**config.mk**
```make
export PLATFORM = sky130hd
export DESIGN_NAME = sop_truth_scanner
export DESIGN_NICKNAME = d
export VERILOG_FILES = /design/src/rtl/sop_truth_scanner_pkg.sv /design/src/rtl/sop_truth_scanner_dwell_timer.sv /design/src/rtl/sop_truth_scanner.sv
export SDC_FILE = /design/constraint.sdc
export NUM_CORES = 1
export LEC_CHECK = 0
export ABC_CLOCK_PERIOD_IN_PS = 5350
export CAP_MARGIN = 20
export CORE_AREA = 10 10 85 87
export CTS_BUF_LIST = sky130_fd_sc_hd__clkbuf_4
export DETAILED_ROUTE_END_ITERATION = 8
export DIE_AREA = 0 0 95 97
export DONT_BUFFER_PORTS = 1
export HOLD_SLACK_MARGIN = 0.03
export MAX_ROUTING_LAYER = met4
export REMOVE_ABC_BUFFERS = 1
export SETUP_SLACK_MARGIN = 0.3
export SLEW_MARGIN = 20
export SYNTH_ARGS = -nofsm -noshare
export SYNTH_HDL_FRONTEND = slang
export SYNTH_SLANG_ARGS = --single-unit
```
**constraint.sdc**
```tcl
create_clock -name clk -period 5.35 [get_ports clk]
set_input_delay 1.07 -clock clk [delete_from_list [all_inputs] [get_ports clk]]
set_output_delay 1.07 -clock clk [all_outputs]
set_load 0.01 [all_outputs]
```
**src/rtl/sop_truth_scanner_pkg.sv**
```systemverilog
// Shared definitions for the SOP truth-table scanner: FSM encoding, vector count
// and the mismatch popcount helper.
package sop_truth_scanner_pkg;

  typedef enum logic [1:0] {
    S_IDLE  = 2'd0,
    S_DRIVE = 2'd1,
    S_DONE  = 2'd2
  } state_e;

  localparam int NUM_VEC = 16;
  localparam int IDX_W   = 4;

  function automatic logic [4:0] popcount16(input logic [15:0] v);
    logic [4:0] c;
    c = 5'd0;
    for (int i = 0; i < 16; i++) begin
      c = c + {4'b0000, v[i]};
    end
    return c;
  endfunction

endpackage

```
**src/rtl/sop_truth_scanner_dwell_timer.sv**
```systemverilog
// Per-vector dwell counter: counts 0..DWELL-1 while enabled and wraps on tick.
module sop_dwell_timer #(
  parameter int unsigned DWELL = 4
) (
  input  logic clk,
  input  logic rst,
  input  logic clear,
  input  logic en,
  output logic tick
);

  localparam logic [7:0] LAST = 8'(DWELL - 1);

  logic [7:0] cnt_q, cnt_d;

  assign tick = (cnt_q == LAST);

  always_comb begin
    cnt_d = cnt_q;
    if (clear) begin
      cnt_d = 8'd0;
    end else if (en) begin
      cnt_d = tick ? 8'd0 : cnt_q + 8'd1;
    end
  end

  always_ff @(posedge clk) begin
    if (rst) begin
      cnt_q <= 8'd0;
    end else begin
      cnt_q <= cnt_d;
    end
  end

endmodule

```
**src/rtl/sop_truth_scanner.sv**
```systemverilog
// Exhaustive on-chip scan of a 4-input SOP block: drives all 16 minterms, samples
// the response at the end of each dwell window and grades it against EXPECTED.
module sop_truth_scanner
  import sop_truth_scanner_pkg::*;
#(
  parameter int unsigned DWELL    = 4,
  parameter logic [15:0] EXPECTED = 16'h0000
) (
  input  logic        clk,
  input  logic        rst,
  input  logic        start,
  output logic        A,
  output logic        B,
  output logic        C,
  output logic        D,
  input  logic        sop_out,
  output logic        busy,
  output logic        done,
  output logic        pass,
  output logic [15:0] truth,
  output logic [4:0]  mismatches
);

  state_e             state_q, state_d;
  logic [IDX_W-1:0]   idx_q, idx_d;
  logic [15:0]        truth_q, truth_d;
  logic [4:0]         mism_q, mism_d;
  logic               launch;
  logic               tick;
  logic               last_vec;

  assign launch   = start && ((state_q == S_IDLE) || (state_q == S_DONE));
  assign last_vec = (idx_q == IDX_W'(NUM_VEC - 1));

  sop_dwell_timer #(.DWELL(DWELL)) u_timer (
    .clk   (clk),
    .rst   (rst),
    .clear (launch),
    .en    (state_q == S_DRIVE),
    .tick  (tick)
  );

  always_ff @(posedge clk) begin
    if (rst) begin
      state_q <= S_IDLE;
    end else begin
      state_q <= state_d;
    end
  end

  always_comb begin
    state_d = state_q;
    case (state_q)
      S_IDLE:  if (start) state_d = S_DRIVE;
      S_DRIVE: if (tick && last_vec) state_d = S_DONE;
      S_DONE:  if (start) state_d = S_DRIVE;
      default: state_d = S_IDLE;
    endcase
  end

  // The final sample is folded into the mismatch count on the same edge that enters DONE.
  always_comb begin
    idx_d   = idx_q;
    truth_d = truth_q;
    mism_d  = mism_q;
    case (state_q)
      S_IDLE, S_DONE: begin
        if (launch) begin
          idx_d   = '0;
          truth_d = '0;
          mism_d  = '0;
        end
      end
      S_DRIVE: begin
        if (tick) begin
          truth_d[idx_q] = sop_out;
          if (last_vec) begin
            mism_d = popcount16(truth_d ^ EXPECTED);
          end else begin
            idx_d = idx_q + IDX_W'(1);
          end
        end
      end
      default: idx_d = '0;
    endcase
  end

  always_ff @(posedge clk) begin
    if (rst) begin
      idx_q   <= '0;
      truth_q <= '0;
      mism_q  <= '0;
    end else begin
      idx_q   <= idx_d;
      truth_q <= truth_d;
      mism_q  <= mism_d;
    end
  end

  always_comb begin
    busy = (state_q == S_DRIVE);
    done = (state_q == S_DONE);
    pass = done && (truth_q == EXPECTED);
  end

  assign {A, B, C, D} = idx_q;
  assign truth        = truth_q;
  assign mismatches   = mism_q;

endmodule

```
==> impl_metrics.py, run 1 <==
metrics = {
    "run_status": {
        "outcome": "complete, no violations",
    },
    "sta": {
        "timing.final.setup_violations": 0,
        "min_period_over_period_pct": 87.9,
        "final.setup_skew_ns": 0.0185,
        "maxSlewHeadroom_pct": 31.7,
        "pins_over_their_slew_limit": 0,
        "finalHoldViolations": 0,
        "min_period_ns": 4.70,
        "fmax_mhz": 213,
        "worst_slew_pin_slew_ns": 1.02,
        "fin_tns_setup_ns": 0,
        "rsz0062_at_grt": "false",
    },
    "worst_setup_path": {
        "reg2regPathDepth": 14,
        "worst_path_dominant_cell_family": "adder cells",
        "worst_ep_arrival_time_ns": 4.97,
        "worst-path-buf-inv": 2,
        "timing.critical_path.mode_cell": "sky130_fd_sc_hd__fa_1",
        "regToRegStartpoint": "idx_q[0]",
        "cp_slowest_stage_delay_ns": 0.55,
        "critPathRequiredTime_ns": 5.62,
        "endpoint_kind": "flop",
        "critPathKind": "flop to flop",
        "reg2reg_setup_slack_ns": 0.65,
        "critPathLaunchType": "flop",
        "critical_path_peak_fanout": 8,
        "critical_path.reg2reg.endpoint": "mismatches[4]",
        "critical_path.slowest_cell": "sky130_fd_sc_hd__fa_1",
        "crit_chain": "ha_1 -> and3_1 -> nand2_1 -> nand2_1 -> fa_1 -> fa_1 -> inv_1 -> fa_1 -> fa_1 -> inv_1 -> ha_1 -> fa_1 -> a21o_1 -> a41o_1",
    },
    "floorplanning": {
        "boundaryPins": 32,
        "die_y_um": 97,
        "initial_core_utilization_pct": 39.1,
        "design.die.area_mm2": 0.00922,
        "placeableCoreArea_mm2": 0.00547,
        "fp-row-count": 27,
        "fp.dieW_um": 95,
    },
    "hold_path": {
        "worstHoldStart": "state_q[1]",
        "hold_path_class": "flop to flop",
        "worst_hold_path.num_cells": 2,
        "worstHoldEndpoint": "state_q[1]",
    },
    "logic_synthesis": {
        "synth-warning-count": 0,
        "postSynthRegisterBits": 35,
        "synth_sequential_area_ratio_pct": 32.7,
        "synth_cell_type_count": 43,
        "async_flop_share_pct": 0,
        "post_synth_instance_area_mm2": 0.00214,
        "dominantRegCellSynth": "sky130_fd_sc_hd__dfxtp_1",
        "synth_enable_flop_cells": 0,
        "syn_inst": 227,
        "synth_area_per_cell_um2": 9.43,
    },
    "final_layout": {
        "flow.area_growth_from_synthesis_pct": 5.55,
        "layout.core_utilization_pct": 41.3,
        "fin_nets": 248,
        "drive_above_1_share_pct": 11.6,
    },
    "clocking": {
        "post_cts.repair.setup_buffers": 0,
        "clock_insertion_delay_worst_skew_ns": 0.36,
        "clockBufferDepth": 2,
        "total_cts_buffers": 5,
        "htree_num_levels": 2,
        "clkSinkCount": 35,
        "post_cts_resized": 0,
        "cts.root.buffer_cell": "sky130_fd_sc_hd__clkbuf_4",
        "clkTransAtPathRegs_ns": 0.13,
        "post_cts_hold_buffer_count": 0,
        "tritoncts": "built",
    },
    "power_and_ir_drop": {
        "worst_voltage_drop_across_the_vdd_grid_mv": 0.0892,
        "power_per_cell_area_mw_per_mm2": 212,
        "p_leak_nw": 0.948,
        "comb_power_share_pct": 4.2,
        "seqPwrFrac_pct": 55.1,
        "power_switching_share_pct": 24.1,
        "power_frac_clock_pct": 40.7,
        "intPower_uw": 364,
        "switchingPower_uw": 116,
    },
    "grt": {
        "grt_max_degree": 23,
        "antenna_found_initial": 1,
        "track_usage_pct": 12.1,
        "remaining_overflow_grt": 0,
        "via_count_of_the_first_global_routing_pass": 1600,
        "wire_length_of_the_first_global_routing_pass_um": 8680,
    },
    "detailed_routing": {
        "sum_of_routed_wire_length_over_all_layers_um": 5260,
        "routed-via-count": 1654,
        "via_per_inst": 5.55,
        "post_drt_wl_per_cell_um": 17.7,
        "drt-pass1-iter-count": 4,
        "antenna_left": 0,
        "detail_route.drc_violations": 0,
        "drtIter0Drc": 102,
    },
    "placement": {
        "buffer_ports.inserted": 0,
        "dp_hpwl_um": 3920,
        "weighted_congestion_at_the_end_of_routability_driven_global_placement": 0.838,
    },
    "flow_run": {
        "max_cap_viol_count": 0,
    },
}
## layer usage
layer / GRT usage (%) / vias up / routed length (um)
li1: - / 801 / -
met1: 15.5 / 811 / 2490
met2: 17.5 / 33 / 2380
met3: 3.24 / 9 / 275
met4: 4.92 / 0 / 112
met5: - / - / 0
## metrics by stage
| stage | cells | power (mW) | instance area [um^2] | setup WS, ns | hold slack [ns] |
|---|---|---|---|---|---|
| floorplan | 217 | 0.284 | 2090 | 0.753 | 0.443 |
| global placement | 289 | 0.290 | 2180 | 0.670 | 0.468 |
| detailed placement | 289 | 0.290 | 2180 | 0.659 | 0.466 |
| CTS | 297 | 0.482 | 2260 | 0.641 | 0.482 |
| global route | 298 | 0.497 | 2260 | 0.445 | 0.527 |
| finish | 298 | 0.479 | 2260 | 0.647 | 0.484 |
## layout make-up
type | instances | area, um^2
Fill cell | 588 | 3210
Clock inverter | 3 | 38.8
Clock buffer | 5 | 37.5
Inverter | 11 | 41.3
Multi-Input combinational cell | 171 | 1350
Tap cell | 72 | 90.1
Sequential cell | 35 | 701
Antenna cell | 1 | 2.50
## cell usage after synthesis (2+ instances only)
master                      n  area [um^2]
sky130_fd_sc_hd__dfxtp_1   35          701
sky130_fd_sc_hd__nand2_1   24         90.1
sky130_fd_sc_hd__nor2_1    15         56.3
sky130_fd_sc_hd__mux2_2    14          158
sky130_fd_sc_hd__a22o_1    12          105
sky130_fd_sc_hd__nand3_1   12         60.1
sky130_fd_sc_hd__inv_1     11         41.3
sky130_fd_sc_hd__fa_1      10          200
sky130_fd_sc_hd__ha_1      10          125
sky130_fd_sc_hd__a21oi_1    9         45.0
sky130_fd_sc_hd__xor2_1     8         70.1
sky130_fd_sc_hd__clkbuf_1   6         22.5
sky130_fd_sc_hd__mux2i_1    6         60.1
sky130_fd_sc_hd__nand4_1    6         37.5
sky130_fd_sc_hd__o21ai_0    6         30.0
sky130_fd_sc_hd__nor2b_1    4         25.0
sky130_fd_sc_hd__nor3_1     4         20.0
sky130_fd_sc_hd__nor4_1     4         25.0
sky130_fd_sc_hd__nand3b_1   3         22.5
sky130_fd_sc_hd__a21o_1     2         15.0
sky130_fd_sc_hd__and3_1     2         12.5
sky130_fd_sc_hd__nand2b_1   2         12.5
sky130_fd_sc_hd__o31ai_1    2         15.0
## tightest hold or removal path, stage by stage, from the launching register on
cell	delay, ns
sky130_fd_sc_hd__dfxtp_1	0.34
sky130_fd_sc_hd__nand2_1	0.06
sky130_fd_sc_hd__a21oi_1	0.05
## power groups by stage
stage / clock, mW / sequential (mW) / combinational [mW]
4_1_cts: 0.198 / 0.264 / 0.0202
3_3_place_gp: 0 / 0.270 / 0.0200
3_5_place_dp: 0 / 0.270 / 0.0199
2_1_floorplan: 0 / 0.269 / 0.0153
5_1_grt: 0.210 / 0.264 / 0.0226
6_report: 0.195 / 0.264 / 0.0203
## logic make-up (layout without fill, tap and decap cells)
| kind of cell | Yosys count | in the layout | synth area share [%] |
|---|---|---|---|
| flip-flops | 35 | 35 | 32.7 |
| adder cells (fa/ha/maj) | 20 | 20 | 15.2 |
| AO/OA/AOI/OAI | 37 | 37 | 12.4 |
| multiplexers | 20 | 20 | 10.2 |
| AND/OR/NAND/NOR | 86 | 86 | 21.9 |
| buffers and inverters | 21 | 19 | 4.27 |
| XOR/XNOR | 8 | 8 | 3.27 |
| other | 0 | 1 | 0 |
## flip-flops by register name (all words and copies together), names as in the netlist
register / flops
idx_q: 4
mismatches: 5
state_q: 2
truth: 16
u_timer.cnt_q: 8
## layout by cell type (no fill, tap or decap), drive strengths merged, types with 6 or more instances in the layout
cell type and count:
o21ai 6, ha 10, nand4 6, nand2 24
xor2 8, inv 11, dfxtp 35, fa 10
a22o 12, a21oi 9, mux2i 6, mux2 14
nand3 13, nor2 16
## worst max path at each step
stage | from | to | slack [ns] | cells after the start
3_5_place_dp | sop_out | mismatches[4] | 0.66 | 11
3_3_place_gp | sop_out | mismatches[4] | 0.67 | 11
5_1_grt | idx_q[0] | mismatches[4] | 0.45 | 14
2_1_floorplan | sop_out | mismatches[4] | 0.75 | 11
6_report | idx_q[0] | mismatches[4] | 0.65 | 14
4_1_cts | idx_q[0] | mismatches[4] | 0.64 | 14
Note: power is estimated with default switching activity, not from simulation.
==> run 2, diff against run 1 <==
--- a/config.mk
+++ b/config.mk
@@ -5,7 +5,7 @@
 export SDC_FILE = /design/constraint.sdc
 export NUM_CORES = 1
 export LEC_CHECK = 0
-export ABC_CLOCK_PERIOD_IN_PS = 5350
+export ABC_CLOCK_PERIOD_IN_PS = 4440
 export CAP_MARGIN = 20
 export CORE_AREA = 10 10 85 87
 export CTS_BUF_LIST = sky130_fd_sc_hd__clkbuf_4
@@ -14,9 +14,10 @@
 export DONT_BUFFER_PORTS = 1
 export HOLD_SLACK_MARGIN = 0.03
 export MAX_ROUTING_LAYER = met4
+export PLACE_DENSITY_LB_ADDON = 0.15
 export REMOVE_ABC_BUFFERS = 1
 export SETUP_SLACK_MARGIN = 0.3
-export SLEW_MARGIN = 20
+export SLEW_MARGIN = 5
 export SYNTH_ARGS = -nofsm -noshare
 export SYNTH_HDL_FRONTEND = slang
 export SYNTH_SLANG_ARGS = --single-unit
==> constraint.sdc (replaced) <==
create_clock -name clk -period 4.44 [get_ports clk]
set_input_delay 0.888 -clock clk [delete_from_list [all_inputs] [get_ports clk]]
set_output_delay 0.888 -clock clk [all_outputs]
set_load 0.01 [all_outputs]
==> run 2 against run 1 <==
Against the previous run:
- global-route usage is 1.1 points higher
- fmax increased by 15%
- register-to-register slack got worse by 0.30 ns
- clock skew shrank 0.0036 ns
- clock-buffer cell count stayed put
- design area up 12%
==> impl_metrics.py, run 2 (synthesis gave the netlist of run 1 again) <==
metrics = {
    "detailed_routing": {
        "via_per_inst": 5.48,
        "sum_of_routed_wire_length_over_all_layers_um": 5680,
        "antenna_left": 0,
        "routed-via-count": 1748,
        "drtIter0Drc": 89,
        "post_drt_wl_per_cell_um": 17.8,
        "detail_route.drc_violations": 0,
        "drt-pass1-iter-count": 4,
    },
    "final_layout": {
        "layout.area.seq_um2": 713,
        "num_antenna_cells": 0,
        "drive_above_1_share_pct": 28.3,
        "layout_commonest_cell": "sky130_fd_sc_hd__dfxtp_1",
        "most-common-layout-cells": "sky130_fd_sc_hd__dfxtp_1 (31), sky130_fd_sc_hd__nand2_1 (21), sky130_fd_sc_hd__buf_4 (20), sky130_fd_sc_hd__nor2_1 (14)",
        "n_fill_cell": 561,
        "flow.area_growth_from_synthesis_pct": 18.3,
        "non_filler_cells_in_the_finished_layout": 319,
        "final_design_area_no_fill_mm2": 0.00253,
        "fin_nets": 270,
        "multi_input_comb_area_mm2": 0.00146,
        "max_ffs_per_register": 16,
    },
    "sta": {
        "finalHoldViolations": 0,
        "min_period_over_period_pct": 92.3,
        "worst_slew_pin_slew_ns": 0.948,
        "final.setup_skew_ns": 0.0149,
        "rsz0062_at_grt": "true",
        "fmax_mhz": 244,
        "maxSlewHeadroom_pct": 36.8,
        "min_period_ns": 4.10,
        "pins_over_their_slew_limit": 0,
        "timing.final.setup_violations": 0,
        "fin_tns_setup_ns": 0,
    },
    "clocking": {
        "clkTransAtPathRegs_ns": 0.12,
        "clockBufferDepth": 2,
        "clkSinkCount": 35,
        "htree_num_levels": 2,
        "tritoncts": "built",
        "cts.root.buffer_cell": "sky130_fd_sc_hd__clkbuf_4",
        "post_cts_hold_buffer_count": 0,
        "clock_insertion_delay_worst_skew_ns": 0.35,
        "total_cts_buffers": 5,
    },
    "grt": {
        "track_usage_pct": 13.2,
        "remaining_overflow_grt": 0,
        "wire_length_of_the_first_global_routing_pass_um": 9510,
        "antenna_found_initial": 0,
        "via_count_of_the_first_global_routing_pass": 1781,
        "grt_max_degree": 23,
    },
    "power_and_ir_drop": {
        "switchingPower_uw": 133,
        "seqPwrFrac_pct": 61.6,
        "worst_voltage_drop_across_the_vdd_grid_mv": 0.104,
        "power.total_uw": 513,
        "comb_power_share_pct": 5.1,
        "power_switching_share_pct": 25.9,
        "power_per_cell_area_mw_per_mm2": 203,
        "power_frac_clock_pct": 33.4,
        "intPower_uw": 380,
        "p_leak_nw": 1.09,
    },
    "worst_setup_path": {
        "endpoint_kind": "flop",
        "worst_path_dominant_cell_family": "adder cells",
        "critPathRequiredTime_ns": 4.73,
        "reg2reg_setup_slack_ns": 0.34,
        "timing.critical_path.mode_cell": "sky130_fd_sc_hd__fa_2",
        "crit_chain": "ha_4 -> buf_6 -> nand2_4 -> mux2_4 -> fa_1 -> fa_2 -> inv_2 -> fa_2 -> fa_1 -> inv_1 -> ha_2 -> fa_2 -> xor2_1 -> nand3_1 -> a21oi_1",
        "worst-path-buf-inv": 3,
        "critPathKind": "flop to flop",
        "regToRegStartpoint": "idx_q[0]",
        "critical_path_peak_fanout": 4,
        "reg2regPathDepth": 15,
        "critPathLaunchType": "flop",
        "cp_slowest_stage_delay_ns": 0.55,
        "worst_ep_arrival_time_ns": 4.39,
        "critical_path.reg2reg.endpoint": "mismatches[2]",
        "critical_path.slowest_cell": "sky130_fd_sc_hd__fa_2",
    },
    "hold_path": {
        "hold_path_class": "flop to flop",
        "worst_hold_path.num_cells": 2,
        "worstHoldStart": "state_q[1]",
        "worstHoldEndpoint": "state_q[1]",
    },
    "floorplanning": {
        "die_y_um": 97,
        "placeableCoreArea_mm2": 0.00547,
        "fp.dieW_um": 95,
        "initial_core_utilization_pct": 39.1,
        "boundaryPins": 32,
        "design.die.area_mm2": 0.00922,
        "fp-row-count": 27,
    },
    "placement": {
        "dp.cells": 307,
        "placed_cell_area_mm2": 0.00232,
        "dp_hpwl_um": 4220,
        "weighted_congestion_at_the_end_of_routability_driven_global_placement": 0.794,
        "buffer_ports.inserted": 0,
    },
    "run_status": {
        "outcome": "complete, no violations",
    },
    "flow_run": {
        "max_cap_viol_count": 0,
    },
}
## run 2: changes by cell type in the layout (fill, tap and decap cells not counted), moves of 3 or more
| cell | delta |
|---|---|
| sky130_fd_sc_hd__ha_4 | +3 |
| sky130_fd_sc_hd__fa_1 | -3 |
| sky130_fd_sc_hd__dfxtp_4 | +3 |
| sky130_fd_sc_hd__ha_1 | -4 |
| sky130_fd_sc_hd__inv_1 | -4 |
| sky130_fd_sc_hd__mux2_4 | +7 |
| sky130_fd_sc_hd__buf_4 | +20 |
| sky130_fd_sc_hd__inv_2 | +3 |
| sky130_fd_sc_hd__mux2_2 | -7 |
| sky130_fd_sc_hd__fa_2 | +3 |
| sky130_fd_sc_hd__dfxtp_1 | -4 |
| sky130_fd_sc_hd__nand2_1 | -3 |
## run 2: power by group through the flow
stage	clock, mW	sequential (mW)	combinational, mW
finish	0.171	0.316	0.0261
global route	0.191	0.316	0.0294
CTS	0.180	0.316	0.0263
detailed placement	0	0.325	0.0251
global placement	0	0.325	0.0250
floorplan	0	0.324	0.0185
## run 2: layout make-up
class	instances	share of cell area, %
clock buffer	5	1.48
clock inverter	3	0.593
inverter	11	1.73
multi-input combinational	171	57.7
sequential	35	28.2
tap	72	3.56
timing repair buffer	22	6.82
## run 2: through the flow
step / setup slack, ns / utilization [%] / hold slack (ns)
after CTS: 0.313 / 45.7 / 0.488
after global routing: 0.193 / 46.3 / 0.525
after floorplan: 0.00243 / - / 0.443
after global placement: -0.0539 / 42.3 / 0.477
final: 0.343 / 46.3 / 0.491
after detailed placement: -0.0655 / 42.3 / 0.471
## run 2: worst reg2reg max path: stages, from the launching register on
cell and delay [ns]:
sky130_fd_sc_hd__dfxtp_4 0.38, sky130_fd_sc_hd__ha_4 0.19, sky130_fd_sc_hd__buf_6 0.12, sky130_fd_sc_hd__nand2_4 0.05, sky130_fd_sc_hd__mux2_4 0.31, sky130_fd_sc_hd__fa_1 0.50
sky130_fd_sc_hd__fa_2 0.55, sky130_fd_sc_hd__inv_2 0.04, sky130_fd_sc_hd__fa_2 0.44, sky130_fd_sc_hd__fa_1 0.49, sky130_fd_sc_hd__inv_1 0.04, sky130_fd_sc_hd__ha_2 0.19
sky130_fd_sc_hd__fa_2 0.36, sky130_fd_sc_hd__xor2_1 0.15, sky130_fd_sc_hd__nand3_1 0.10, sky130_fd_sc_hd__a21oi_1 0.14
## run 2: per-layer routing
layer,vias up,part of all wire (%),GRT usage (%)
met5,-,0,-
li1,846,-,-
met4,0,1.7,4.12
met1,855,47,16.9
met2,37,44,18.5
met3,10,6.9,5.09
## run 2: worst max-delay path by stage
| stage | cells past startpoint | start | slack (ns) | end |
|---|---|---|---|---|
| after floorplan | 14 | idx_q[1] | 0.002 | mismatches[4] |
| after global placement | 11 | sop_out | -0.05 | mismatches[4] |
| after detailed placement | 11 | sop_out | -0.07 | mismatches[4] |
| after CTS | 15 | idx_q[0] | 0.31 | mismatches[3] |
| after global routing | 15 | idx_q[0] | 0.19 | mismatches[2] |
| final | 15 | idx_q[0] | 0.34 | mismatches[2] |
## run 2: repair_timing
action,in CTS,in global routing
hold endpoints to repair,0,0
pin swaps,13,8
buffers inserted,3,1
gates resized for setup,34,8
setup endpoints to repair,4,4
